[src/rtl/spi_minion_arbiter.sv]
// spi_minion_arbiter: round-robin share of one downstream request channel among three SPI minions, with an in-order ID queue routing responses back.
// Optional per-minion saturating grant counters under SPI_ARB_GRANT_CNT_EN.
module spi_minion_arbiter #(
  parameter int NBITS = 32,
  parameter int IDQ_DEPTH = 4
) (
  input  logic             clk,
  input  logic             reset,
  input  logic [2:0]       req_val,
  output logic [2:0]       req_rdy,
  input  logic [3*NBITS-1:0] req_msg,
  output logic             dn_req_val,
  input  logic             dn_req_rdy,
  output logic [NBITS-1:0] dn_req_msg,
  input  logic             dn_resp_val,
  output logic             dn_resp_rdy,
  input  logic [NBITS-1:0] dn_resp_msg,
  output logic [2:0]       resp_val,
  input  logic [2:0]       resp_rdy,
  output logic [NBITS-1:0] resp_msg,
  output logic             busy,
  output logic             err
`ifdef SPI_ARB_GRANT_CNT_EN
  ,
  output logic [47:0]      grant_cnt
`endif
);
  localparam int AW = $clog2(IDQ_DEPTH);
  logic [1:0] ptr_q, ptr_d, win, head, cand;
  logic [2:0] sum;
  logic [1:0] idq_q [IDQ_DEPTH];
  logic [1:0] idq_d [IDQ_DEPTH];
  logic [AW-1:0] wr_q, wr_d, rd_q, rd_d;
  logic [AW:0] cnt_q, cnt_d;
  logic err_q, err_d, full, empty, push, pop;
  // Later search offsets overwrite earlier ones, so iterate from farthest to nearest.
  always_comb begin
    win = ptr_q;
    sum = '0;
    cand = '0;
    for (int k = 2; k >= 0; k--) begin
      sum = {1'b0, ptr_q} + 3'(k);
      cand = sum >= 3'd3 ? 2'(sum - 3'd3) : sum[1:0];
      if (req_val[cand]) win = cand;
    end
  end
  assign full = cnt_q == (AW+1)'(IDQ_DEPTH);
  assign empty = cnt_q == '0;
  assign head = idq_q[rd_q];
  assign dn_req_val = |req_val & !full & !reset;
  assign req_rdy = (dn_req_val & dn_req_rdy) ? 3'b001 << win : 3'b000;
  assign dn_req_msg = |req_val ? req_msg[win*NBITS +: NBITS] : '0;
  assign dn_resp_rdy = !empty & !reset & resp_rdy[head];
  assign resp_val = (dn_resp_val & !empty & !reset) ? 3'b001 << head : 3'b000;
  assign resp_msg = dn_resp_msg;
  assign busy = !empty;
  assign err = err_q;
  assign push = dn_req_val & dn_req_rdy;
  assign pop = dn_resp_val & dn_resp_rdy;
  always_comb begin
    idq_d = idq_q;
    if (push) idq_d[wr_q] = win;
    ptr_d = push ? (win == 2'd2 ? 2'd0 : win + 2'd1) : ptr_q;
    wr_d = wr_q + AW'(push);
    rd_d = rd_q + AW'(pop);
    cnt_d = cnt_q + (AW+1)'(push) - (AW+1)'(pop);
    err_d = err_q | (dn_resp_val & empty);
  end
  always_ff @(posedge clk) begin
    if (reset) begin
      ptr_q <= '0;
      wr_q <= '0;
      rd_q <= '0;
      cnt_q <= '0;
      err_q <= 1'b0;
    end else begin
      ptr_q <= ptr_d;
      wr_q <= wr_d;
      rd_q <= rd_d;
      cnt_q <= cnt_d;
      err_q <= err_d;
    end
  end
  // Entries are only read while counted valid, so they need no reset.
  always_ff @(posedge clk) idq_q <= idq_d;
`ifdef SPI_ARB_GRANT_CNT_EN
  logic [15:0] gc_q [3];
  logic [15:0] gc_d [3];
  always_comb begin
    for (int k = 0; k < 3; k++)
      gc_d[k] = (push && win == 2'(k) && gc_q[k] != 16'hFFFF) ? gc_q[k] + 16'd1 : gc_q[k];
  end
  always_ff @(posedge clk) begin
    for (int k = 0; k < 3; k++) gc_q[k] <= reset ? 16'd0 : gc_d[k];
  end
  assign grant_cnt = {gc_q[2], gc_q[1], gc_q[0]};
`else
`endif
endmodule

[config.mk]
export PLATFORM = sky130hd
export DESIGN_NAME = spi_minion_arbiter
export DESIGN_NICKNAME = d
export VERILOG_FILES = /design/src/rtl/spi_minion_arbiter.sv
export SDC_FILE = /design/constraint.sdc
export NUM_CORES = 1
export LEC_CHECK = 0
export ABC_CLOCK_PERIOD_IN_PS = 3420
export CAP_MARGIN = 25
export CELL_PAD_IN_SITES_DETAIL_PLACEMENT = 0
export CELL_PAD_IN_SITES_GLOBAL_PLACEMENT = 1
export CORE_AREA = 2 2 114 116
export DETAILED_ROUTE_END_ITERATION = 16
export DIE_AREA = 0 0 116 118
export PLACE_DENSITY = 0.84
export RECOVER_POWER = 100
export SYNTH_ARGS = -nofsm -noshare
export SYNTH_HDL_FRONTEND = slang
export SYNTH_SLANG_ARGS = --single-unit
[constraint.sdc]
create_clock -name clk -period 3.42 [get_ports clk]
set_input_delay 0.684 -clock clk [delete_from_list [all_inputs] [get_ports clk]]
set_output_delay 0.684 -clock clk [all_outputs]
set_load 0.005 [all_outputs]
==> PnR_summary.wiki <==
{| class="wikitable"
! Metric !! Value
|-
| Run status || finished, final reports clean
|-
| Number of max-slew violations in the final report || 0
|-
| Fraction of the cycle the final worst path needs || 97.5%
|-
| Worst-case headroom to the max-slew limit || 64.4%
|-
| Post-synthesis share of cell area spent on and, or, nand and nor gates || 7.15%
|-
| Deepest level of the CTS H-tree || 1
|-
| Filler cell count in the final layout || 1,261
|-
| Clock transition at path regs || 0.05 ns
|-
| Transition time at the pin with the least slew margin || 0.534 ns
|-
| Maximum count of clock buffers along a single path || 2
|-
| Crit Path Class || primary input to primary output
|-
| All-layer global routing usage || 16.7%
|-
| HPWL after detailed placement || 8840 um
|-
| Share of synthesized area spent on multiplexers || 3.53%
|-
| Number of DRC violations after detailed-routing iteration 0 || 203
|-
| Count of distinct cell types in the synthesized netlist || 46
|-
| Worst ir drop on vdd || 0.000173 V
|-
| PortBufs || 147
|-
| Largest clock skew in the final design || 0.00397 ns
|-
| Antenna violations before repair || 0
|-
| Number of max-capacitance violations reported || 0
|-
| Most common cell in the netlist || o211ai_1
|-
| Number of flops mapped to enable cells by yosys || 8
|-
| Maximum achievable frequency || 300 MHz
|-
| Critical Path End || dn_req_msg[13]
|-
| Instance count after placement with tap cells included || 647
|-
| Total number of placement rows || 41
|-
| Xor-xnor portion of the synthesized cell area || 1.56%
|-
| Hold-fix buffers, CTS || 0
|-
| Insertion delay to the later sink of the worst-skew pair || 0.25 ns
|-
| Core ar. || 12,400 um2
|-
| Worst setup startpoint || req_val[0]
|-
| Setup slack after placement || -0.406 ns
|-
| Depth of the worst register-to-register path || 10
|-
| DR vias/cell || 5.36
|-
| Post-synthesis async set-or-reset flop share || 0%
|-
| Path class of the lowest-slack min-delay path || flip-flop to flip-flop
|-
| Number of antenna-violating nets in the routed design || 0
|-
| Post-synthesis share of cell area spent on full adders, half adders and majority gates || 2.50%
|-
| Cell type with the highest aggregate area in the netlist || o211ai_1
|-
| Die H || 118 um
|-
| Routed wire length || 12,000 um
|-
| Post-synth top area share || 17.7%
|-
| Final-report setup violation count || 0
|-
| Combinational family with the most area after synthesis || compound AO/OA/AOI/OAI gates
|-
| Full die area || 13,700 um2
|-
| Setup slack of the worst register-to-register path || 0.66 ns
|-
| Area growth from synthesis to final layout || 77.9%
|-
| Share of final-layout standard cells stronger than drive strength 1 || 21.6%
|-
| Compound-Gate Fraction of Synth Area || 52.3%
|-
| Post-layout nets || 645
|-
| Worst setup SP type || primary input
|-
| First-pass GRT wire length || 18,500 um
|-
| Synthesized flop and latch total || 18
|-
| Post-synthesis instance area || 2800 um2
|-
| Pin count of the biggest net entering global routing || 37
|-
| Worst-path fanout max || 8
|-
| CTS root buffer || clkbuf_16
|-
| Vias in the first global route || 3,694
|-
| Sequential-to-total area share from yosys stat || 15.7%
|-
| Vias || 3,604
|-
| Synthesized netlist cell count || 344
|-
| I/O Pins || 212
|-
| Power density over cell area || 396 nW/um2
|-
| Clock tree sinks || 18
|-
| Remaining routing DRC violations || 0
|-
| Cell types with the highest counts after synthesis || 66 x o211ai_1, 37 x o21ai_0, 33 x a32o_1, 32 x a2bb2oi_1, 32 x buf_4
|-
| Final worst slack || 0.0847 ns
|-
| Yosys warning total || 0
|-
| Worst hold slack across all endpoints || 0.460 ns
|-
| Biggest area contributors in the synthesized netlist || o211ai_1 18%, a32o_1 12%, a2bb2oi_1 10%
|-
| Number of hold violations in the final report || 0
|-
| FF-to-FF End || cnt_q[2]$_SDFF_PP0_
|-
| TritonCTS clock tree || done
|-
| Average detailed-routed wire length per instance || 17.8 um
|-
| Kind of end point of the critical path || primary output
|-
| CP Data Arrival Time || 2.65 ns
|-
| Most used flip-flop cell after synthesis || dfxtp_1
|-
| Inserted Clock Buffers || 3
|-
| Starting Density || 22.5%
|-
| Final RePlAce weighted congestion || 0.817
|-
| Non-Filler Instances || 673
|-
| Total congestion overflow after global routing || 0
|-
| Critical path required time || 2.74 ns
|-
| Minimum clock period after layout || 3.34 ns
|-
| Syn avg cell area || 8.14 um2
|-
| Die boundary width || 116 um
|-
| Number of iterations in the first detailed-routing pass || 4
|-
| Launching point of the worst reg2reg path || rd_q[0]$_SDFF_PP0_
|-
| Leakage power figure || 1.94 nW
|-
| Post-synth net total || 487
|-
| Number of inserted diodes || 0
|}
where the power goes:
| group | leakage, nW | internal, mW | switching (mW) |
|---|---|---|---|
| Clock | 0.0382 | 0.158 | 0.0750 |
| Sequential | 0.156 | 0.256 | 0.0220 |
| Combinational | 1.74 | 0.834 | 0.627 |
state kept, by name, indices dropped and copies added (netlist names):
signal,count
idq_q,8
cnt_q,3
ptr_q,2
rd_q,2
wr_q,2
err,1
how the worst min path moves through the flow:
stage / from / to / slack, ns / depth (start not counted)
after global placement: err$_SDFF_PP0_ / err$_SDFF_PP0_ / 0.45 / 2
final: err$_SDFF_PP0_ / err$_SDFF_PP0_ / 0.46 / 2
after CTS: err$_SDFF_PP0_ / err$_SDFF_PP0_ / 0.47 / 2
after floorplan: ptr_q[1]$_SDFFE_PP0P_ / ptr_q[1]$_SDFFE_PP0P_ / 0.45 / 2
after global routing: err$_SDFF_PP0_ / err$_SDFF_PP0_ / 0.48 / 2
after detailed placement: err$_SDFF_PP0_ / err$_SDFF_PP0_ / 0.46 / 2
worst max-delay path: stages:
cell and delay, ns:
clkdlybuf4s15_2 0.22, mux2i_4 0.18, a2bb2o_4 0.23, a211o_1 0.31, inv_2 0.11, nor2_4 0.05
buf_12 0.13, bufbuf_16 0.27, a32o_1 0.19, dlygate4sd2_1 0.26
routing by layer:
layer	vias up	GRT usage [%]	wire length [um]
li1	1665	-	-
met4	0	4.32	201
met3	17	3.81	1060
met5	-	0	0
met1	1726	19.8	4880
met2	196	30.0	5870
area by class of cell:
class                      count  area (um2)  share of cell area [%]
multi-input combinational    242        1970                    39.6
sequential                    18         443                    8.89
inverter                      11        41.3                   0.829
tap                          172         215                    4.32
timing repair buffer         226        2230                    44.8
clock buffer                   4        78.8                    1.58
placed cells by master, fill, tap and decap left out, types with 3 or more instances in the layout:
cell type,n
buf_6,3
nor2_1,12
clkbuf_1,4
xnor2_1,4
buf_4,58
inv_1,8
buf_12,12
a2bb2oi_1,32
nor2b_1,4
clkdlybuf4s50_1,109
nand2_1,6
a21oi_1,4
dfxtp_1,8
nor3_1,4
o21ai_0,36
nand2b_1,3
clkbuf_16,3
dlymetal6s2s_1,4
a32o_1,32
edfxtp_1,8
dlygate4sd2_1,29
o211ai_1,66
stage by stage:
step	setup TNS, ns	util [%]	cell area (um2)	total power, mW
floorplan	0	-	2800	0.983
global placement	-11.20	37.3	4640	1.65
detailed placement	-12.45	37.3	4640	1.68
CTS	-0.0403	39.8	4940	1.97
global route	-0.108	40.1	4980	2.11
finish	0	40.1	4980	1.97
cell families (layout without fill, tap and decap cells):
group	count (synthesis)	after routing
simple gates	40	40
compound gates	186	186
mux	6	6
flops	18	18
fa+ha+maj	5	5
xor+xnor	5	5
buf+inv	84	241
what timing repair did:
item                                    in CTS  in global routing
endpoints found under the setup margin      35                 24
resized for setup                           54                 13
buffers inserted                            17                  4
cloned                                       2                  0
pin swaps                                   15                  8
(Power assumes the default switching activity.)
